<file path="config.mk">
export PLATFORM = sky130hd
export DESIGN_NAME = regfile_port_arbiter
export DESIGN_NICKNAME = d
export VERILOG_FILES = /design/src/rtl/regfile_port_arbiter.sv
export SDC_FILE = /design/constraint.sdc
export NUM_CORES = 1
export LEC_CHECK = 0
export BUFFER_PORTS_ARGS = -buffer_cell sky130_fd_sc_hd__buf_2
export CAP_MARGIN = 20
export CORE_MARGIN = 2
export CORE_UTILIZATION = 50
export CTS_BUF_LIST = sky130_fd_sc_hd__clkbuf_4 sky130_fd_sc_hd__clkbuf_8 sky130_fd_sc_hd__clkbuf_16
export CTS_CLUSTER_DIAMETER = 120
export DETAILED_ROUTE_END_ITERATION = 8
export GPL_ROUTABILITY_DRIVEN = 0
export GPL_TIMING_DRIVEN = 0
export PLACE_DENSITY = 0.89
export SLEW_MARGIN = 20
export SYNTH_ARGS = -nofsm -noshare
export SYNTH_HDL_FRONTEND = slang
export SYNTH_SLANG_ARGS = --single-unit
</file>
<file path="constraint.sdc">
create_clock -name CLK -period 3.9 [get_ports CLK]
set_input_delay 0.39 -clock CLK [delete_from_list [all_inputs] [get_ports CLK]]
set_output_delay 0.39 -clock CLK [all_outputs]
set_load 0.03 [all_outputs]
</file>
<file path="src/rtl/regfile_port_arbiter.sv">
`default_nettype none
// ============================================================================
//  Module   : regfile_port_arbiter
//  Purpose  : Shares the register file's single write port between the
//             pipeline writeback stage (absolute priority) and a small FIFO of
//             multiply/divide results. Keeps a scoreboard of registers still
//             waiting for an MD result and stalls decode on hazards against
//             them, or when a queued MD write has been starved too long.
//  Ports    : CLK, RST            - clock, synchronous active-high reset
//             wbWrite/wbReg/wbData - writeback write request (never blocked)
//             mdValid/mdReady/mdReg/mdData - MD result handshake into queue
//             idRs/idRt/idUsesRs/idUsesRt/idRegWrite/idDest/idMdIssue
//                                  - decode-stage hazard inputs
//             stall                - hold decode/fetch this cycle
//             RegWrite/writeReg/writeData - register file write port
//             pending              - scoreboard, bit n = reg n awaits MD
//  Revision : 1.0 - initial release
// ============================================================================
module regfile_port_arbiter #(
    parameter int DEPTH        = 2,
    parameter int STARVE_LIMIT = 8
) (
    input  logic        CLK,
    input  logic        RST,
    input  logic        wbWrite,
    input  logic [4:0]  wbReg,
    input  logic [31:0] wbData,
    input  logic        mdValid,
    output logic        mdReady,
    input  logic [4:0]  mdReg,
    input  logic [31:0] mdData,
    input  logic [4:0]  idRs,
    input  logic [4:0]  idRt,
    input  logic        idUsesRs,
    input  logic        idUsesRt,
    input  logic        idRegWrite,
    input  logic [4:0]  idDest,
    input  logic        idMdIssue,
    output logic        stall,
    output logic        RegWrite,
    output logic [4:0]  writeReg,
    output logic [31:0] writeData,
    output logic [31:0] pending
);

    localparam int c_AW = $clog2(DEPTH);
    localparam int c_SW = $clog2(STARVE_LIMIT + 1);

    logic [4:0]      r_qReg  [DEPTH];
    logic [31:0]     r_qData [DEPTH];
    logic [c_AW-1:0] r_rdPtr;
    logic [c_AW-1:0] r_wrPtr;
    logic [c_AW:0]   r_count;
    logic [c_SW-1:0] r_starve;
    logic [31:0]     r_pending;

    logic        w_empty;
    logic        w_full;
    logic        w_wbGrant;
    logic        w_pop;
    logic        w_push;
    logic [4:0]  w_headReg;
    logic [31:0] w_headData;
    logic        w_hazard;
    logic        w_starving;
    logic [31:0] w_pendingNext;

    assign w_empty    = (r_count == '0);
    assign w_full     = (r_count == (c_AW+1)'(DEPTH));
    assign w_headReg  = r_qReg[r_rdPtr];
    assign w_headData = r_qData[r_rdPtr];

    // WB to a real register always owns the port. Any other cycle the head
    // leaves the queue; a head aimed at r0 just disappears without a write.
    // Nothing drains while in reset so queued results are discarded unwritten.
    assign w_wbGrant = wbWrite & (wbReg != 5'd0);
    assign w_pop     = ~w_empty & ~w_wbGrant & ~RST;
    assign mdReady   = ~w_full & ~RST;
    assign w_push    = mdValid & mdReady;

    always_comb begin
        RegWrite  = 1'b0;
        writeReg  = 5'd0;
        writeData = 32'd0;
        if (!RST) begin
            if (w_wbGrant) begin
                RegWrite  = 1'b1;
                writeReg  = wbReg;
                writeData = wbData;
            end else if (w_pop && (w_headReg != 5'd0)) begin
                RegWrite  = 1'b1;
                writeReg  = w_headReg;
                writeData = w_headData;
            end
        end
    end

    assign w_hazard   = (idUsesRs   & r_pending[idRs])
                      | (idUsesRt   & r_pending[idRt])
                      | (idRegWrite & r_pending[idDest]);
    assign w_starving = (r_starve == c_SW'(STARVE_LIMIT));
    assign stall      = w_hazard | w_starving;
    assign pending    = r_pending;

    // Clear first, then set, so a simultaneous set of the same bit wins.
    always_comb begin
        w_pendingNext = r_pending;
        if (w_pop && (w_headReg != 5'd0))
            w_pendingNext[w_headReg] = 1'b0;
        if (idMdIssue && !stall && (idDest != 5'd0))
            w_pendingNext[idDest] = 1'b1;
        w_pendingNext[0] = 1'b0;
    end

    always_ff @(posedge CLK) begin
        if (RST) begin
            r_rdPtr   <= '0;
            r_wrPtr   <= '0;
            r_count   <= '0;
            r_starve  <= '0;
            r_pending <= '0;
        end else begin
            if (w_push)
                r_wrPtr <= r_wrPtr + 1'b1;
            if (w_pop)
                r_rdPtr <= r_rdPtr + 1'b1;
            case ({w_push, w_pop})
                2'b10:   r_count <= r_count + 1'b1;
                2'b01:   r_count <= r_count - 1'b1;
                default: r_count <= r_count;
            endcase
            if (w_pop || w_empty)
                r_starve <= '0;
            else if (!w_starving)
                r_starve <= r_starve + 1'b1;
            r_pending <= w_pendingNext;
        end
    end

    // Queue storage needs no reset: only entries below r_count are ever read.
    always_ff @(posedge CLK) begin
        if (w_push) begin
            r_qReg[r_wrPtr]  <= mdReg;
            r_qData[r_wrPtr] <= mdData;
        end
    end

endmodule
`default_nettype wire

</file>
==> out/qor.yml, run 1 <==
io_pins: 169
relSlewSlack_pct: 32.2
synthSimpleGateAreaFrac_pct: 14.9
synth_compound_area_share_pct: 14.4
finalSetupViolCount: 0
hp-class: "in2reg"
dp_hpwl_um: 12200
htreeDepth: 4
crit_fanout: 10
yosys-mux-area-fraction_pct: 16.3
async_reset_ff_share_pct: 0
path_buf_inv: 4
core-area_um2: 12000
antenna_found_initial: 1
cp_slowest_stage_delay_ns: 0.50
synth-main-ff-cell: "edfxtp_1"
maxCapViolCount: 0
crit_path_top_delay_cell: "clkbuf_1"
synth_top_cell_by_area: "edfxtp_1"
synthTopCellsByArea: "edfxtp_1 36%, dfxtp_1 13%, mux2_2 6.8%"
rsz0062_at_grt: "false"
via_per_inst: 5.96
synth_top_family_by_area: "multiplexers"
status: "finished clean"
path_cells: "clkbuf_1 > clkbuf_1 > clkbuf_1 > mux2_2 > a22oi_1 > nor2_1 > buf_2"
worst_pin_slew_ns: 1.02
post-route-period-util_pct: 82.8
synth_xor_area_share_pct: 0.862
worst_path_most_repeated_cell: "clkbuf_1"
synth_top_area_share_pct: 36.4
start_kind: "flop"
post_cts_resized: 0
fillers: 913
yosysMostFrequentCell: "edfxtp_1"
vias: 5313
hold_viol_final: 0
first_global_vias: 5280
cts_buffer_depth: 2
path_clk_slew_ns: 0.06
grt_first_pass_wirelength_um: 26300
layout-drive-gt1-share_pct: 39.2
synthDistinctLibCells: 57
clock-root-buffer: "clkbuf_16"
grt_overflow: 0
cts_setup_buffers: 0
grt_use_total_pct: 26.3
diodes: 0
tritoncts: "yes"
grt_max_degree: 32
placedCellCount: 860
cpLargestDelayFamily: "buffers and inverters"
finalClockSkew_ns: 0.00546
chipHeight_um: 114
utilization_pct: 64.6
ys_seq_elements: 114
dieArea_um2: 13100
cp_data_arrival_time_ns: 2.84
cts-buffers-inserted: 17
drcViolationCount: 0
synth_fa_ha_area_share_pct: 0.615
postCtsHoldBufs: 0
yosysSeqAreaShare_pct: 49.6
ir_drop_v: 0.000323
wl_per_cell_um: 19.1
syn_to_final_growth_pct: 26.7
required_ns: 3.51
synth_area_um2: 6100
firstDrtPassIters: 6
clock_sinks: 114
setup-tns-final_ns: 0
slew_viol_final: 0
ys_top_cells_by_count: "74 x edfxtp_1, 66 x nand2_1, 62 x nor2_1, 40 x dfxtp_1, 37 x mux2_2"
drt_iter0_markers: 418
die_w_um: 114
netlist_instances: 550
drt-total-wl_um: 17000
p_per_area_nw_per_um2: 438
leakage_uw: 0.00303
place.port_buffers: 161
min_period_ns: 3.23
ant_nets: 0
synth_nets: 650
end_kind: "output pin"
insertion_delay_ns: 0.41
finalNonFillerCells: 891
syn_area_per_cell_um2: 11.1
rows: 40
start_util_pct: 51.0
yosys_warnings: 0
path_class: "reg2out"
synth_edf_count: 74
fin_nets: 832
fmax_ghz: 0.310
## cell families after synthesis
logic type | count (synthesis)
xor gates and xnor gates | 6
and+or+nand+nor | 197
adders and majority gates | 3
DFF | 114
other | 1
buffers and inverters | 43
AOI/OAI and AO/OA | 111
muxes | 75
## cells in the final DEF, fill, tap and decap left out, types with 6 or more instances in the layout
cell type,count
buf_2,168
edfxtp_1,74
nand2_1,66
nor2_1,61
dfxtp_1,40
mux2_2,37
a22oi_1,36
o21ai_2,29
mux2i_1,23
nand3_1,22
clkbuf_1,21
clkbuf_16,17
nor3_1,14
o211ai_1,14
mux4_2,8
a21oi_1,7
o21ai_0,6
mux4_1,6
## registers in the layout (all words and copies together), names as in the netlist, named ones only
signal	cells
r_rdPtr	1
r_starve	4
r_qReg	10
r_wrPtr	1
r_count	2
r_qData	64
pending	31
## through the flow
| stage | setup WS [ns] | hold WS [ns] | total power, uW | area (um^2) |
|---|---|---|---|---|
| 5_1_grt | 0.489 | 0.147 | 3490 | 7730 |
| 3_3_place_gp | 0.207 | 0.491 | 1860 | 7090 |
| 4_1_cts | 0.640 | 0.148 | 3400 | 7730 |
| 2_1_floorplan | 0.648 | 0.480 | 1710 | 6100 |
| 3_5_place_dp | 0.798 | 0.503 | 1870 | 7150 |
| 6_report | 0.670 | 0.162 | 3380 | 7730 |
## layout make-up
type                       count  area, um^2  share of cell area, %
sequential                   114        3020                   39.1
multi-input combinational    393        2880                   37.3
timing repair buffer         163         853                   11.0
clock buffer                  17         425                   5.51
buffer                        38         185                   2.40
tap                          147         184                   2.38
clock inverter                14         156                   2.02
inverter                       5        18.8                  0.243
## worst reg2reg max path, delay by kind of cell, from the launching register on
family	cells	cell delay, ns
buffers and inverters	2	0.74
multiplexers	1	0.51
AO/OA/AOI/OAI	2	0.50
AND/OR/NAND/NOR	1	0.44
flip-flops	1	0.30
## metal layers
layer  wire [um]  GRT usage [%]  vias to the layer above  part of all wire, %
li1            -              -                     2453                    -
met1        6380           29.9                     2524                   38
met2        8470           46.2                      282                   50
met3        1660           7.68                       54                  9.8
met4         495           11.0                        0                  2.9
met5           0              0                        -                    0
## final timing paths
check	start	to	slack, ns	cells past startpoint
max reg2reg	flop	pending[1]	1.29	6
min	mdData[10]	r_qData[1][10]	0.16	1
min reg2reg	r_starve[3]	r_starve[3]	0.52	2
max	flop	writeData[5]	0.67	7
## where the power goes
part           switching [uW]  leakage, uW  internal, uW
registers                20.5      0.00100          1330
logic                     319      0.00176           188
clock network             576     0.000273           944
No activity file was read; power rests on OpenSTA's default activity.
==> run 2: changes to the inputs <==
--- a/config.mk
+++ b/config.mk
@@ -8,7 +8,7 @@
 export BUFFER_PORTS_ARGS = -buffer_cell sky130_fd_sc_hd__buf_2
 export CAP_MARGIN = 20
 export CORE_MARGIN = 2
-export CORE_UTILIZATION = 50
+export CORE_UTILIZATION = 48
 export CTS_BUF_LIST = sky130_fd_sc_hd__clkbuf_4 sky130_fd_sc_hd__clkbuf_8 sky130_fd_sc_hd__clkbuf_16
 export CTS_CLUSTER_DIAMETER = 120
 export DETAILED_ROUTE_END_ITERATION = 8
==> constraint.sdc (replaced) <==
create_clock -name CLK -period 2.6 [get_ports CLK]
set_input_delay 0.26 -clock CLK [delete_from_list [all_inputs] [get_ports CLK]]
set_output_delay 0.26 -clock CLK [all_outputs]
set_load 0.03 [all_outputs]
==> out/qor.yml, run 2 (synthesis results as in run 1) <==
ir_drop_v: 0.000455
grt_max_degree: 38
path_clk_slew_ns: 0.06
die_w_um: 117
crit_fanout: 3
comb_power_share_pct: 15.2
core-area_um2: 12500
clock_sinks: 114
grt_overflow: 0
relSlewSlack_pct: 34.0
end_kind: "output pin"
required_ns: 2.34
grt_use_total_pct: 25.5
min_period_ns: 2.53
path_class: "reg2out"
vias: 5382
p_per_area_nw_per_um2: 648
insertion_delay_ns: 0.41
power_uw: 5180
hold_viol_final: 0
maxCapViolCount: 0
seqPwrFrac_pct: 39.2
max_flop_register: "r_qData"
clock-root-buffer: "clkbuf_16"
final_cell_mix: "166 x buf_2, 74 x edfxtp_1, 66 x nand2_1"
io_pins: 169
hp-class: "in2reg"
wl_per_cell_um: 18.4
p_sw_uw: 1370
fin_nets: 845
slew_viol_final: 0
drt_iter0_markers: 374
cts_buffer_depth: 2
cts-buffers-inserted: 17
grt_first_pass_wirelength_um: 26400
rsz0062_at_grt: "false"
cp_data_arrival_time_ns: 2.27
first_global_vias: 5378
tritoncts: "yes"
drcViolationCount: 0
chipHeight_um: 117
place.port_buffers: 161
finalClockSkew_ns: 0.00719
worst_pin_slew_ns: 0.989
setup-tns-final_ns: 0
p_clk_share_pct: 45.6
rows: 41
via_per_inst: 5.79
ant_nets: 0
dp_hpwl_um: 12000
status: "finished clean"
final_common_cell: "buf_2"
largest_register_ffs: 64
finalSetupViolCount: 0
antenna_found_initial: 1
htreeDepth: 4
leakage_uw: 0.00315
p_int_uw: 3820
worst-r2r-setup-slack_ns: 0.35
start_util_pct: 48.7
dieArea_um2: 13600
drt-total-wl_um: 17200
syn_to_final_growth_pct: 31.2
firstDrtPassIters: 5
fmax_ghz: 0.395
post-route-period-util_pct: 97.3
diodes: 0
start_kind: "flop"
switching_share_pct: 26.4
layout-drive-gt1-share_pct: 44.7
==> run 2: critical path: stages, from the launching register on <==
cell      delay [ns]
dfxtp_4         0.35
mux4_2          0.46
mux4_2          0.48
nand2b_4        0.16
o211ai_4        0.10
o211ai_4        0.14
buf_6           0.16
==> run 2: what timing repair did <==
item                                    in CTS  in global routing
endpoints found under the setup margin      36                 34
pin swaps                                    1                  4
resized for setup                           43                 20
hold buffers                                 0                  0
buffers inserted                            12                  3
==> run 2: cell type report <==
cell class,count,area (um^2)
plain buffers,36,191
clock buffers,17,425
clock inverters,15,183
fillers,965,4520
inverters,5,18.8
multi-input cells,393,2920
flip-flops and latches,114,3070
well taps,172,215
repair buffers,178,972
==> run 2: final timing paths <==
path / cells past startpoint / start / end
setup reg to reg: 8 / pending[25] / pending[26]
hold reg to reg: 2 / r_rdPtr / flop
hold / removal: 1 / mdData[4] / r_qData[0][4]
setup / recovery: 6 / pending[25] / stall
==> run 2: metrics by stage <==
stage,cells,util (%),hold slack (ns),area [um^2],setup slack [ns]
after floorplan,550,-,0.359,6110,0.134
after global placement,883,56.9,0.447,7130,-0.196
after detailed placement,884,57.1,0.452,7150,-0.225
after CTS,927,63.4,0.0234,7930,-0.00481
after global routing,930,63.9,0.0209,8000,0.00583
final,930,63.9,0.0349,8000,0.0693
==> run 2: routing by layer <==
| metal | part of all wire, % | vias up | track usage [%] |
|---|---|---|---|
| li1 | - | 2482 | - |
| met1 | 37 | 2527 | 29.3 |
| met2 | 51 | 321 | 44.0 |
| met3 | 9.4 | 52 | 7.42 |
| met4 | 2.9 | 0 | 11.7 |
| met5 | 0 | - | 0 |
==> run 2: power groups by stage <==
stage	clock network [uW]	registers, uW	logic, uW
4_1_cts	2380	2030	770
2_1_floorplan	0	2070	492
5_1_grt	2470	2040	846
3_5_place_dp	0	2070	737
3_3_place_gp	0	2060	720
6_report	2360	2030	789
==> run 3: changes to the inputs <==
==> constraint.sdc (replaced) <==
create_clock -name CLK -period 2.6 [get_ports CLK]
set_input_delay 0.39 -clock CLK [delete_from_list [all_inputs] [get_ports CLK]]
set_output_delay 0.39 -clock CLK [all_outputs]
set_load 0.03 [all_outputs]
==> out/qor.yml, run 3 (synthesis results as in run 1) <==
status: "finished with violations"
violations: "negative setup slack"
final_cell_mix: "132 x buf_2, 74 x edfxtp_1, 65 x nand2_1"
dieArea_um2: 13600
drt-total-wl_um: 20300
io_pins: 169
vias: 5754
fin_ws_ns: -0.0925
path_class: "reg2out"
leakage_uw: 0.00327
cp_slowest_stage_delay_ns: 0.48
path_clk_slew_ns: 0.06
start_util_pct: 48.7
cts-buffers-inserted: 17
chipHeight_um: 117
grt_use_total_pct: 27.8
max_flop_register: "r_qData"
worst_pin_slew_ns: 1.01
multi_input_area_um2: 3210
layout-drive-gt1-share_pct: 54.4
maxCapViolCount: 0
hp-class: "in2reg"
finalSetupViolCount: 29
path_buf_inv: 1
cts_buffer_depth: 2
p_per_area_nw_per_um2: 620
clock_sinks: 114
rows: 41
required_ns: 2.21
whs_ns: 0.161
min_period_ns: 2.69
crit_fanout: 3
place.port_buffers: 161
cp_data_arrival_time_ns: 2.30
crit_path_top_delay_cell: "mux4_2"
path_cells: "mux4_2 > mux4_2 > nand2b_4 > o211ai_4 > o211ai_4 > buf_6"
fin_nets: 855
fmax_ghz: 0.371
ir_drop_v: 0.000468
dp_slack_ns: -0.558
grt_max_degree: 38
clock-root-buffer: "clkbuf_16"
end_kind: "output pin"
largest_register_ffs: 64
power_uw: 5360
slew_viol_final: 0
core-area_um2: 12500
finalClockSkew_ns: 0.00643
relSlewSlack_pct: 32.7
drt_iter0_markers: 618
wl_per_cell_um: 21.6
seqCellArea_um2: 3070
insertion_delay_ns: 0.42
start_kind: "flop"
cpLargestDelayFamily: "multiplexers"
fillers: 868
rsz0062_at_grt: "true"
antenna_found_initial: 2
ant_nets: 0
firstDrtPassIters: 6
drcViolationCount: 0
final_common_cell: "buf_2"
hold_viol_final: 0
dp_hpwl_um: 12300
grt_overflow: 0
via_per_inst: 6.11
first_global_vias: 5611
die_w_um: 117
syn_to_final_growth_pct: 41.6
grt_first_pass_wirelength_um: 28400
post-route-period-util_pct: 104
htreeDepth: 4
tritoncts: "yes"
## run 3: power breakdown
group | internal [uW] | switching, uW | total [uW]
clock network | 1430 | 910 | 2350
registers | 1990 | 44.0 | 2040
logic | 406 | 566 | 972
## run 3: worst paths after layout
kind                    start       endpoint  slack, ns  depth (start not counted)
setup / recovery  pending[31]          stall      -0.09                          6
hold / removal      mdData[1]  r_qData[0][1]       0.16                          1
setup reg to reg  pending[31]    pending[30]       0.20                          9
hold reg to reg       r_rdPtr           flop       0.51                          2
## run 3: repair_timing
item	4_1_cts	5_1_grt
setup endpoints to repair	37	35
cloned	2	1
gates resized for setup	113	80
pin swaps	8	16
hold buffers	0	0
setup buffers	18	6
## run 3: area by class of cell
type,instances,area share [%]
multi-input combinational,393,37.1
clock inverter,15,1.96
inverter,5,0.217
timing repair buffer,188,15.1
buffer,36,2.62
antenna,1,0.0290
sequential,114,35.5
tap,172,2.49
clock buffer,17,4.92
## run 3: worst reg2reg max path, cell delays in order (launching register included)
cell and delay, ns:
dfxtp_4 0.34, mux4_2 0.48, mux4_2 0.48, nand2b_4 0.16, o211ai_4 0.12, o211ai_4 0.15, buf_4 0.15, buf_4 0.15
buf_6 0.16, o21ai_2 0.14
## run 3: routing by layer
layer / routed length (um) / GRT usage (%) / vias up
met4: 919 / 14.7 / 0
met2: 10300 / 48.6 / 410
li1: - / - / 2501
met5: 0 / 0 / -
met1: 7120 / 30.0 / 2752
met3: 1970 / 9.03 / 91
## run 3: metrics by stage
step | setup TNS [ns] | std cells | utilization, % | instance area (um^2)
5_1_grt | -2.04 | 941 | 69.0 | 8640
6_report | -0.836 | 941 | 69.0 | 8640
2_1_floorplan | 0 | 550 | - | 6180
3_5_place_dp | -16.32 | 884 | 57.7 | 7220
3_3_place_gp | -13.43 | 883 | 57.5 | 7200
4_1_cts | -0.269 | 935 | 66.4 | 8310
